[config.mk]
export PLATFORM = sky130hd
export DESIGN_NAME = mem_dump_streamer
export DESIGN_NICKNAME = d
export VERILOG_FILES = /design/src/rtl/mem_dump_streamer_pkg.sv /design/src/rtl/mem_dump_streamer_fifo.sv /design/src/rtl/mem_dump_streamer.sv
export SDC_FILE = /design/constraint.sdc
export NUM_CORES = 1
export LEC_CHECK = 0
export BUFFER_PORTS_ARGS = -buffer_cell sky130_fd_sc_hd__buf_2
export CAP_MARGIN = 20
export CORE_MARGIN = 5
export CORE_UTILIZATION = 55
export CTS_BUF_LIST = sky130_fd_sc_hd__clkbuf_4 sky130_fd_sc_hd__clkbuf_8 sky130_fd_sc_hd__clkbuf_16
export CTS_CLUSTER_SIZE = 24
export DETAILED_ROUTE_END_ITERATION = 8
export PLACE_DENSITY = 0.78
export SYNTH_ARGS = -nofsm -noshare
export SYNTH_HDL_FRONTEND = slang
export SYNTH_SLANG_ARGS = --single-unit
[constraint.sdc]
create_clock -name clk -period 7.5 [get_ports clk]
set_input_delay 0.375 -clock clk [delete_from_list [all_inputs] [get_ports clk]]
set_output_delay 0.375 -clock clk [all_outputs]
set_load 0.02 [all_outputs]
[src/rtl/mem_dump_streamer_pkg.sv]
// mem_dump_streamer_pkg: FSM encoding and shared widths for the memory dump streamer
package mem_dump_streamer_pkg;
    typedef enum logic [1:0] {
        S_IDLE  = 2'd0,
        S_RUN   = 2'd1,
        S_DRAIN = 2'd2,
        S_DONE  = 2'd3
    } state_t;
    localparam int PASS_W = 16;
endpackage

[src/rtl/mem_dump_streamer_fifo.sv]
// mem_dump_streamer_fifo: synchronous first-word-fall-through buffer holding returned read words
module mem_dump_streamer_fifo #(
    parameter int DATA_W = 8,
    parameter int DEPTH  = 4
) (
    input  logic                   clk,
    input  logic                   rst,
    input  logic                   i_flush,
    input  logic                   i_push,
    input  logic [DATA_W-1:0]      i_data,
    input  logic                   i_pop,
    output logic [DATA_W-1:0]      o_data,
    output logic [$clog2(DEPTH):0] o_count,
    output logic                   o_empty
);
    localparam int AW = $clog2(DEPTH);
    logic [DATA_W-1:0] r_mem [DEPTH];
    logic [AW-1:0]     r_wr;
    logic [AW-1:0]     r_rd;
    logic [AW:0]       r_cnt;
    logic              w_push;
    logic              w_pop;
    assign o_empty = r_cnt == '0;
    assign w_pop   = i_pop && !o_empty;
    assign w_push  = i_push && (r_cnt != (AW+1)'(DEPTH) || w_pop);
    assign o_data  = r_mem[r_rd];
    assign o_count = r_cnt;
    always_ff @(posedge clk) begin
        if (rst) begin
            r_mem <= '{default: '0};
            r_wr  <= '0;
            r_rd  <= '0;
            r_cnt <= '0;
        end else if (i_flush) begin
            r_wr  <= '0;
            r_rd  <= '0;
            r_cnt <= '0;
        end else begin
            if (w_push) r_mem[r_wr] <= i_data;
            r_wr  <= r_wr + AW'(w_push);
            r_rd  <= r_rd + AW'(w_pop);
            r_cnt <= r_cnt + (AW+1)'(w_push) - (AW+1)'(w_pop);
        end
    end
endmodule

[src/rtl/mem_dump_streamer.sv]
// mem_dump_streamer: walks a memory window through a fixed-latency read port and streams
// the returned words over valid/ready, with credit-based issue so the buffer never overflows.
module mem_dump_streamer
    import mem_dump_streamer_pkg::*;
#(
    parameter int ADDR_W     = 32,
    parameter int DATA_W     = 8,
    parameter int DEPTH      = 16384,
    parameter int LEN_W      = 15,
    parameter int RD_LAT     = 1,
    parameter int FIFO_DEPTH = 4
) (
    input  logic              clk,
    input  logic              rst,
    input  logic              i_start,
    input  logic              i_abort,
    input  logic [ADDR_W-1:0] i_base_addr,
    input  logic [LEN_W-1:0]  i_len,
    input  logic              i_loop,
    output logic [ADDR_W-1:0] o_mem_addr,
    input  logic [DATA_W-1:0] i_mem_data,
    output logic [DATA_W-1:0] o_s_data,
    output logic              o_s_valid,
    input  logic              i_s_ready,
    output logic              o_busy,
    output logic              o_done,
    output logic [PASS_W-1:0] o_pass_cnt
);
    localparam int CW = $clog2(FIFO_DEPTH) + 1;
    state_t            r_state;
    state_t            w_state_nx;
    logic [ADDR_W-1:0] r_addr;
    logic [ADDR_W-1:0] r_base;
    logic [ADDR_W-1:0] w_base;
    logic [ADDR_W-1:0] w_addr_nx;
    logic [LEN_W-1:0]  r_len;
    logic [LEN_W-1:0]  r_idx;
    logic [LEN_W-1:0]  w_idx;
    logic              r_loop;
    logic [RD_LAT:0]   r_vld;
    logic [PASS_W-1:0] r_pass;
    logic [CW-1:0]     w_count;
    logic              w_empty;
    logic              w_start;
    logic              w_go;
    logic              w_issue;
    logic              w_last;
    logic              w_wrap;
    assign w_base  = i_base_addr % ADDR_W'(DEPTH);
    assign w_start = r_state == S_IDLE && i_start && !i_abort;
    assign w_go    = w_start && i_len != '0;
    // Bit 0 of r_vld is the address phase; the top bit lines up with valid read data.
    assign w_issue = w_go || (r_state == S_RUN && !i_abort && int'(w_count) + $countones(r_vld) < FIFO_DEPTH);
    assign w_idx   = w_start ? '0 : r_idx;
    assign w_last  = w_start ? i_len == LEN_W'(1) : r_idx == r_len - LEN_W'(1);
    assign w_wrap  = w_last && (w_start ? i_loop : r_loop);
    assign w_addr_nx = w_start ? w_base :
                       r_idx == '0 ? r_base :
                       r_addr == ADDR_W'(DEPTH - 1) ? '0 : r_addr + ADDR_W'(1);
    always_comb begin
        w_state_nx = i_abort ? S_IDLE :
                     r_state == S_IDLE ? (w_start ? ((!w_go || (w_last && !w_wrap)) ? S_DRAIN : S_RUN) : S_IDLE) :
                     r_state == S_RUN ? ((w_issue && w_last && !w_wrap) ? S_DRAIN : S_RUN) :
                     r_state == S_DRAIN ? ((w_empty && r_vld == '0) ? S_DONE : S_DRAIN) : S_IDLE;
    end
    always_ff @(posedge clk) begin
        if (rst) begin
            r_state <= S_IDLE;
            r_addr  <= '0;
            r_base  <= '0;
            r_len   <= '0;
            r_idx   <= '0;
            r_loop  <= 1'b0;
            r_vld   <= '0;
            r_pass  <= '0;
        end else begin
            r_state <= w_state_nx;
            r_vld   <= i_abort ? '0 : {r_vld[RD_LAT-1:0], w_issue};
            if (w_start) begin
                r_base <= w_base;
                r_len  <= i_len;
                r_loop <= i_loop;
            end
            if (w_issue) begin
                r_addr <= w_addr_nx;
                r_idx  <= w_last ? '0 : w_idx + LEN_W'(1);
            end
            r_pass <= (w_start ? '0 : r_pass) + PASS_W'(w_issue && w_wrap);
        end
    end
    mem_dump_streamer_fifo #(
        .DATA_W(DATA_W),
        .DEPTH (FIFO_DEPTH)
    ) u_fifo (
        .clk    (clk),
        .rst    (rst),
        .i_flush(i_abort),
        .i_push (r_vld[RD_LAT]),
        .i_data (i_mem_data),
        .i_pop  (i_s_ready),
        .o_data (o_s_data),
        .o_count(w_count),
        .o_empty(w_empty)
    );
    assign o_mem_addr = r_addr;
    assign o_s_valid  = !w_empty;
    assign o_busy     = r_state == S_RUN || r_state == S_DRAIN;
    assign o_done     = r_state == S_DONE;
    assign o_pass_cnt = r_pass;
endmodule

======== After elaboration in Yosys (flattened, before gate mapping) ========
Index checks and enable logic that the tools add are counted.
W data, S select, Z words.
operators by class
  bitwise operators ....................... 3
  reductions and logical operators ........ 29
  $add $sub $neg .......................... 10
  multiplexer cells ....................... 21
  magnitude comparators ................... 4
  eq/ne operators ......................... 7
operator list
  operator                 count
  $mux W32                 3
  $add A32 B1 Y32 const B  1
  $bwmux W32               1
  $eq A32 B14 Y1 const B   1
  $mux W15                 2
  $mux W8                  3
  $add A16 B1 Y16          1
  $bmux W8 S2              1
  $demux W8 S2             1
  $mux W16                 1
  $add A15 B1 Y15 const B  1
  $eq A15 B1 Y1 const B    1
  $eq A15 B15 Y1           1
  $logic_not A15 Y1        1
  $reduce_bool A15 Y1      1
  $sub A15 B1 Y15 const B  1
  $logic_and A1 B1 Y1      14
  $mux W2                  6
  $ge A3 B3 Y1 const B     2
  $not A2 Y3               2
  $add A2 B1 Y2            2
  $add A3 B2 Y4            1
  $eq A2 B2 Y1 const B     2
  $logic_not A1 Y1         4
  other kinds (14)         20
word-level totals
  output and inout port bits .............. 59
  bits of input ports ..................... 61
  bits in registers ....................... 136
  logic and storage cells ................. 89

======== Depth between registers and ports, before layout ========
Gate-level depths: netlist of run 1.
  word-level depth ........................ 11
  depth in mapped cells ................... 17
  gate-level depth less buffers ........... 15

======== By module ========
A second synthesis of run 1 with hierarchy kept.
unflattened totals
  cell total of the unflattened synthesis .. 852
  area total of the unflattened synthesis .. 7,290.7 µm²
modules (own cells, without submodules)
  module                  cells each  area an instance (µm²)  seq. area each (µm²)  times used
  mem_dump_streamer       689         5,380.2                 1,941.9               1
  mem_dump_streamer_fifo  163         1,910.6                 780.7                 1

======== Worst setup path before layout of run 1 ========
No wires, ideal clock.
  kind .................................... reg2reg
  from .................................... register r_state[0]
  to ...................................... register r_idx[12]
  arrival time ............................ 3,717 ps
  path slack .............................. 3,708 ps
  path buffers ............................ 3
  required time ........................... 7,426 ps
  cell stages (with the launch flop) ...... 16
  setup time .............................. 74 ps
  clock period less this slack ............ 3,792 ps
  path through ............................ dfxtp_1 inv_1 ha_1 nand3b_1 clkbuf_1 clkbuf_1 clkbuf_1 and2_1 ha_1 nand2_1 or4b_2 or2_2 nor2_1 nand3_1 or3_1 a31oi_1
between the ends
  longest elaborated chain between the ends .. 6
  elaborated cells between the ends (all ways) .. 12
  classes of those cells .................. 1 x add/sub; 1 x eq/ne; 3 x mux; 7 x reduce/logical
ends and longest elaborated chain
  what                               line                     text
  from (decl)                        mem_dump_streamer.sv:30  state_t r_state;
  from (signal assigned)             mem_dump_streamer.sv:77  r_state <= w_state_nx;
  $logic_not A2 Y1                   mem_dump_streamer.sv:50  assign w_start = r_state == S_IDLE && i_start && !i_abort;
  $logic_and A1 B1 Y1 (2 in series)  mem_dump_streamer.sv:50
  $mux W15                           mem_dump_streamer.sv:54  assign w_idx = w_start ? '0 : r_idx;
  $add A15 B1 Y15                    mem_dump_streamer.sv:86  r_idx <= w_last ? '0 : w_idx + LEN_W'(1);
  $mux W15                           mem_dump_streamer.sv:86
  to (signal assigned)               mem_dump_streamer.sv:86
  to (decl)                          mem_dump_streamer.sv:37  logic [LEN_W-1:0] r_idx;
Several ways; a longest one is shown, not always the timed one.
A chain may end at the register's enable or synchronous reset.

======== Final worst setup path of run 1 ========
  from .................................... register r_len[0]
  to ...................................... register r_pass[10] (netlist: o_pass_cnt[10])
between the ends
  longest elaborated chain between the ends .. 6
ends and longest elaborated chain
  what                    line                     text
  from (decl)             mem_dump_streamer.sv:36  logic [LEN_W-1:0] r_len;
  from (signal assigned)  mem_dump_streamer.sv:81  r_len <= i_len;
  $sub A15 B1 Y15         mem_dump_streamer.sv:55  assign w_last = w_start ? i_len == LEN_W'(1) : r_idx == r_len - LEN_W'(1);
  $eq A15 B15 Y1          mem_dump_streamer.sv:55
  $mux W1                 mem_dump_streamer.sv:55
  $logic_and A1 B1 Y1     mem_dump_streamer.sv:56  assign w_wrap = w_last && (w_start ? i_loop : r_loop);
  $logic_and A1 B1 Y1     mem_dump_streamer.sv:88  r_pass <= (w_start ? '0 : r_pass) + PASS_W'(w_issue && w_wrap);
  $add A16 B1 Y16         mem_dump_streamer.sv:88
  to (signal assigned)    mem_dump_streamer.sv:88
  to (decl)               mem_dump_streamer.sv:41  logic [PASS_W-1:0] r_pass;
No other way between the ends.

==> results.json, run 1 <==
{
  "antenna_violating_nets_left": 0,
  "postCtsHoldBufs": 0,
  "fin_tns_setup_ns": 0,
  "cts_post_setup_buffers_inserted": 0,
  "clk_pin_slew_ns": 0.06,
  "die-height_um": 123,
  "start_util_pct": 55.7,
  "longest_clk_path_bufs": 2,
  "path_class": "flip-flop to flip-flop",
  "power.internal_mw": 1.36,
  "floorplan.core_area_mm2": 0.0126,
  "final.hold.worst_slack_ns": 0.198,
  "first_global_vias": 5848,
  "pwr-share-seq_pct": 41.4,
  "clock_insertion_delay_worst_skew_ns": 0.42,
  "synth_edf_count": 0,
  "sequential_cell_area_mm2": 0.00272,
  "ys_dominant_reg_cell": "dfxtp_1",
  "netlist.top_cell.by_area": "dfxtp_1",
  "drc": 0,
  "synthesis.area_per_instance_um2": 8.25,
  "tritoncts": "yes",
  "worst_min_path_start": "i_len[9]",
  "yosys.area.top_type_share_pct": 38.9,
  "worst-endpoint-required_ns": 7.84,
  "critical_path.top_delay_family": "simple AND/OR/NAND/NOR gates",
  "multi_input_area_mm2": 0.00396,
  "avgViaCountPerCell": 5.77,
  "wirelength_met1_um": 7930,
  "grt.overflow.total": 0,
  "cts_inserted_buffers": 17,
  "top_level_ports": 120,
  "p_sw_share_pct": 25.1,
  "std_cell_rows": 41,
  "maxClockFrequency_ghz": 0.235,
  "timing.critical_path.slowest_cell_delay_ns": 0.56,
  "gr-usage-all-layers_pct": 23.5,
  "hold_path.class": "input port to flip-flop",
  "cp_slowest_cell": "or4b_4",
  "worstRegToRegCells": 14,
  "postSynthCellCount": 849,
  "wl_met3_um": 1230,
  "wl_um": 17200,
  "crit_path_frequent_cell": "ha_1",
  "whs_endpoint": "r_len[9]$_SDFFE_PP0P_",
  "crit_chain": "inv_1, ha_1, or4b_4, or3_1, a221oi_2, nand2_2, nor3_1, nand4_1, a211oi_1, ha_1, ha_1, nand2_1, or3_1, a21oi_1",
  "hpwlAfterDp_um": 11900,
  "layout-area-overhead-vs-synth_pct": 16.9,
  "report.final.slew_viol_count": 0,
  "timing.hold.worst_path_depth": 3,
  "layout.nets": 1000,
  "power_spent_charging_and_discharging_nets_uw": 456,
  "asyncSetResetFlopFracSynth_pct": 0,
  "filler_cell_count": 1084,
  "grt_max_degree": 71,
  "max-slew-margin-rel_pct": 36.7,
  "floorplan.die_area_mm2": 0.0151,
  "detailedPlace.worstSlack_ns": 3.27,
  "data_arrival_time_of_the_critical_path_ns": 4.60,
  "layout_worst_path_cycle_share_pct": 56.7,
  "gp_routability_congestion": 0.882,
  "wl_met2_um": 7820,
  "timing.critical_path.to_type": "flip-flop",
  "drt_first_pass_iters": 5,
  "vdd_drop_max_v": 0.000202,
  "ys_seq_area_share_pct": 38.9,
  "static-leakage-power_nw": 3.28,
  "antenna_cells": 0,
  "fp.dieW_um": 123,
  "pwr-share-clk_pct": 49.7,
  "number_of_flip_flops_and_latches_in_the_synthesized_netlist": 136,
  "outcome": "completed",
  "route.top_layer_used": "met5",
  "number_of_antenna_violations_at_the_first_check_in_global_routing": 1,
  "r2r-start": "r_len[0]$_SDFFE_PP0P_",
  "reg_to_reg_end": "o_pass_cnt[10]$_SDFF_PP0_",
  "clock-root-buffer": "clkbuf_16",
  "finalHoldViolations": 0,
  "grt_pass1_wl_um": 28500,
  "share_comb_of_total_power_pct": 8.9,
  "max_cap_viol_count": 0,
  "worstPathMaxFanout": 11,
  "cts_resized": 0,
  "r2r_slack_ns": 3.25,
  "routed_len_inst_um": 15.5,
  "power_density_mw_per_mm2": 221,
  "initialDrtViolationCount": 575,
  "yosysWarningCount": 0,
  "count_of_input_and_output_buffers": 101,
  "yosysUniqueCellTypes": 71,
  "drive_above_1_share_pct": 17.6,
  "synth_nets": 926,
  "final_util_pct": 65.1,
  "number_of_buffer_and_inverter_instances_along_the_worst_setup_path": 1,
  "htreeDepth": 4,
  "crit_path_start_kind": "flip-flop",
  "tightest_slew_ns": 0.946,
  "cts.sink_count": 136,
  "fin_ws_ns": 3.25,
  "syn_area_mm2": 0.00701,
  "clock_skew_ns": 0.00740,
  "rsz_0062_raised_after_global_routing": "no",
  "finalWorstPathRequiredPeriod_ns": 4.25,
  "detailroute.via_count": 6388,
  "synth.area.top_cells": "dfxtp_1 (39%), nand2_1 (6.1%), nor2_1 (5.7%)",
  "setup_viol": 0
}
==> flip-flops by register name (all words and copies together), names as in the netlist <==
name and flops:
u_fifo.o_count 3, u_fifo.r_rd 2, r_state 2, o_pass_cnt 16, r_len 15, r_idx 15, r_loop 1, u_fifo.r_mem 32
u_fifo.r_wr 2, r_vld 2, o_mem_addr 32, r_base 14
==> layer usage <==
layer,vias to the layer above,GRT usage (%)
li1,3153,-
met5,-,0
met4,2,6.72
met1,3016,31.9
met3,20,6.91
met2,197,36.3
==> cells in the mapped netlist, types with 5 or more instances <==
master and n:
nand3_1 39, inv_1 28, o21ai_0 20, mux2i_1 34, dfxtp_1 136, and3_1 9, nand2_1 113, or3_1 20
xor2_1 24, a31oi_1 15, nand4_1 16, and2_1 13, clkbuf_1 39, nor4_1 14, o211ai_1 10, a21oi_1 55
mux4_2 8, nor2_1 107, nor2b_1 5, buf_1 5, nor3_1 13, or2_2 5, xnor2_1 23, ha_1 15
==> cell families (layout without fill, tap and decap cells) <==
| kind of cell | Yosys count | count (layout) | synth area share (%) |
|---|---|---|---|
| AO/OA/AOI/OAI | 141 | 141 | 12.9 |
| adder cells (fa/ha/maj) | 16 | 16 | 2.96 |
| XOR/XNOR | 48 | 48 | 6.20 |
| flip-flops | 136 | 136 | 38.9 |
| AND/OR/NAND/NOR | 386 | 386 | 26.9 |
| multiplexers | 43 | 43 | 7.59 |
| buffers and inverters | 79 | 166 | 4.61 |
==> worst register-to-register path, stage by stage, from the launching register on <==
cell and delay (ns):
dfxtp_1 0.38, inv_1 0.08, ha_1 0.37, or4b_4 0.56, or3_1 0.38, a221oi_2 0.32
nand2_2 0.12, nor3_1 0.19, nand4_1 0.15, a211oi_1 0.39, ha_1 0.25, ha_1 0.30
nand2_1 0.14, or3_1 0.37, a21oi_1 0.16
==> per-stage QoR <==
| stage | std cells | cell area (um^2) | power, mW |
|---|---|---|---|
| final | 1108 | 8190 | 1.81 |
| after global routing | 1108 | 8190 | 1.88 |
| after CTS | 1108 | 8190 | 1.82 |
| after detailed placement | 1076 | 7550 | 0.924 |
| after global placement | 1076 | 7550 | 0.921 |
| after floorplan | 849 | 7010 | 0.878 |
==> power groups by stage <==
stage | combinational (mW) | clock [mW] | sequential, mW
2_1_floorplan | 0.114 | 0 | 0.764
3_3_place_gp | 0.156 | 0 | 0.765
3_5_place_dp | 0.158 | 0 | 0.765
4_1_cts | 0.160 | 0.914 | 0.750
5_1_grt | 0.178 | 0.946 | 0.752
6_report | 0.161 | 0.901 | 0.750
==> cell usage in the layout, fill, tap and decap left out, types with 8 or more instances in the layout <==
master and instances:
ha_1 15, clkbuf_16 17, or3_1 20, nor3_1 13
mux4_2 8, o211ai_1 10, buf_2 101, xnor2_1 23
inv_1 28, a21oi_1 55, mux2i_1 34, a31oi_1 15
nand2_1 113, o21ai_0 20, xor2_1 24, and3_1 9
nor4_1 14, nor2_1 106, nand3_1 39, and2_1 13
dfxtp_1 136, nand4_1 16
==> cell type report <==
type	instances	area share [%]
multi-input cells	634	48.4
flip-flops and latches	136	33.3
repair buffers	106	6.63
clock buffers	17	5.20
well taps	172	2.63
clock inverters	15	2.60
inverters	28	1.28
==> worst max-delay path by stage <==
stage                                      from                         to  cells after the start
final                     r_len[0]$_SDFFE_PP0P_  o_pass_cnt[10]$_SDFF_PP0_                     14
after global routing      r_len[0]$_SDFFE_PP0P_  o_pass_cnt[10]$_SDFF_PP0_                     14
after CTS                 r_len[0]$_SDFFE_PP0P_  o_pass_cnt[10]$_SDFF_PP0_                     14
after detailed placement  r_len[0]$_SDFFE_PP0P_  o_pass_cnt[10]$_SDFF_PP0_                     14
after global placement    r_len[0]$_SDFFE_PP0P_   o_pass_cnt[6]$_SDFF_PP0_                     14
after floorplan           r_state[0]$_SDFF_PP0_     r_idx[12]$_SDFFE_PP0N_                     15
Note: power is estimated with default switching activity, not from simulation.
==> run 2: changes to the inputs <==
- CORE_UTILIZATION: 55 -> 51
- PLACE_DENSITY: 0.78 -> 0.76
- clock period: 7.5 -> 3.8 ns (I/O delays scaled with it)
==> results.json, run 2 (same netlist as run 1, synthesis figures left out) <==
{
  "worst-endpoint-required_ns": 4.15,
  "count_of_input_and_output_buffers": 101,
  "number_of_antenna_violations_at_the_first_check_in_global_routing": 0,
  "wl_met3_um": 1180,
  "final_util_pct": 61.9,
  "fin_ws_ns": 0.260,
  "die-height_um": 127,
  "max_cap_viol_count": 0,
  "avgViaCountPerCell": 5.69,
  "tritoncts": "yes",
  "timing.hold.worst_path_depth": 3,
  "worstRegToRegCells": 14,
  "layout-area-overhead-vs-synth_pct": 17.9,
  "outcome": "completed",
  "final.hold.worst_slack_ns": 0.0171,
  "clk_pin_slew_ns": 0.06,
  "hold_path.class": "input port to flip-flop",
  "layout.nets": 1014,
  "crit_path_start_kind": "flip-flop",
  "drive_above_1_share_pct": 19.2,
  "grt_max_degree": 60,
  "critPathLaunch": "r_len[1]$_SDFFE_PP0P_",
  "static-leakage-power_nw": 3.32,
  "path_class": "flip-flop to flip-flop",
  "floorplan.die_area_mm2": 0.0162,
  "detailedPlace.worstSlack_ns": 0.174,
  "wirelength_met1_um": 7870,
  "r2r-start": "r_len[1]$_SDFFE_PP0P_",
  "first_global_vias": 5905,
  "vdd_drop_max_v": 0.000517,
  "grt_pass1_wl_um": 28800,
  "max-slew-margin-rel_pct": 40.9,
  "route.top_layer_used": "met4",
  "top_level_ports": 120,
  "drt_first_pass_iters": 5,
  "finalWorstPathRequiredPeriod_ns": 3.54,
  "fin_tns_setup_ns": 0,
  "most-common-layout-cells": "dfxtp_1 (136), nand2_1 (113), nor2_1 (106), buf_2 (101), a21oi_1 (55)",
  "longest_clk_path_bufs": 2,
  "floorplan.core_area_mm2": 0.0133,
  "std_cell_rows": 42,
  "routed_len_inst_um": 15.6,
  "hpwlAfterDp_um": 12500,
  "layout_worst_path_cycle_share_pct": 93.2,
  "reg_to_reg_end": "o_pass_cnt[10]$_SDFF_PP0_",
  "initialDrtViolationCount": 487,
  "cts.sink_count": 136,
  "r2r_slack_ns": 0.26,
  "start_util_pct": 52.5,
  "antenna_violating_nets_left": 0,
  "antenna_cells": 0,
  "maxClockFrequency_ghz": 0.282,
  "gr-usage-all-layers_pct": 21.8,
  "timing.critical_path.to_type": "flip-flop",
  "report.final.slew_viol_count": 0,
  "clock_insertion_delay_worst_skew_ns": 0.43,
  "clock-root-buffer": "clkbuf_16",
  "clock_skew_ns": 0.00637,
  "filler_cell_count": 1180,
  "drc": 0,
  "detailroute.via_count": 6406,
  "grt.overflow.total": 0,
  "cts_inserted_buffers": 17,
  "wl_met2_um": 8140,
  "worstPathMaxFanout": 7,
  "wl_um": 17500,
  "power_density_mw_per_mm2": 417,
  "leading_cell_type_in_the_layout_fill_and_taps_excluded": "dfxtp_1",
  "fp.dieW_um": 127,
  "data_arrival_time_of_the_critical_path_ns": 3.89,
  "gp_routability_congestion": 0.942,
  "finalHoldViolations": 0,
  "setup.worst_path.end": "o_pass_cnt[10]$_SDFF_PP0_",
  "tightest_slew_ns": 0.883,
  "setup_viol": 0,
  "htreeDepth": 4
}
[run 2: report_power, final]
part	leakage, nW	total [mW]	internal (mW)	switching [mW]
Combinational	1.94	0.332	0.123	0.209
Clock	0.280	1.63	0.951	0.679
Sequential	1.10	1.48	1.45	0.0291
Total	3.32	3.44	2.53	0.917
[run 2: layout make-up]
cell class	count	area, um^2	share of cell area [%]
flip-flops and latches	136	2720	33.0
clock inverters	13	134	1.62
inverters	28	105	1.27
multi-input cells	634	3980	48.1
repair buffers	120	648	7.85
well taps	176	220	2.67
clock buffers	19	453	5.48
[run 2: routing by layer]
layer	track usage, %	vias up
li1	-	3179
met1	28.8	3014
met2	35.2	184
met3	5.09	29
met4	7.26	0
met5	0	-
[run 2: through the flow]
stage                     cell area [um^2]  std cells  power (mW)
after floorplan                       7010        849        1.73
final                                 8260       1126        3.44
after detailed placement              7650       1093        1.84
after global routing                  8260       1126        3.57
after global placement                7650       1093        1.83
after CTS                             8240       1125        3.46
[run 2: worst min path at each step]
stage | from | to | slack (ns)
6_report | i_len[8] | r_len[8]$_SDFFE_PP0P_ | 0.02
5_1_grt | i_len[9] | r_len[9]$_SDFFE_PP0P_ | 0.01
4_1_cts | i_len[8] | r_len[8]$_SDFFE_PP0P_ | 0.003
3_5_place_dp | r_base[7]$_SDFFE_PP0P_ | r_base[7]$_SDFFE_PP0P_ | 0.45
3_3_place_gp | r_base[8]$_SDFFE_PP0P_ | r_base[8]$_SDFFE_PP0P_ | 0.44
2_1_floorplan | i_base_addr[10] | r_base[10]$_SDFFE_PP0P_ | 0.33
[run 2: worst max-delay path, stage by stage, from the launching register on]
cell and delay (ns):
dfxtp_1 0.35, inv_1 0.07, ha_1 0.14, or4b_4 0.51, or3_1 0.38, a221oi_2 0.29
nand2_2 0.13, nor3_2 0.16, nand4_1 0.15, a211oi_2 0.32, ha_2 0.23, ha_1 0.16
nand2_1 0.09, or3_1 0.36, a21oi_1 0.14
[run 2: timing repair]
action	4_1_cts	5_1_grt
setup buffers	0	1
gates resized for setup	0	3
hold buffers	0	0
endpoints found under the setup margin	0	8
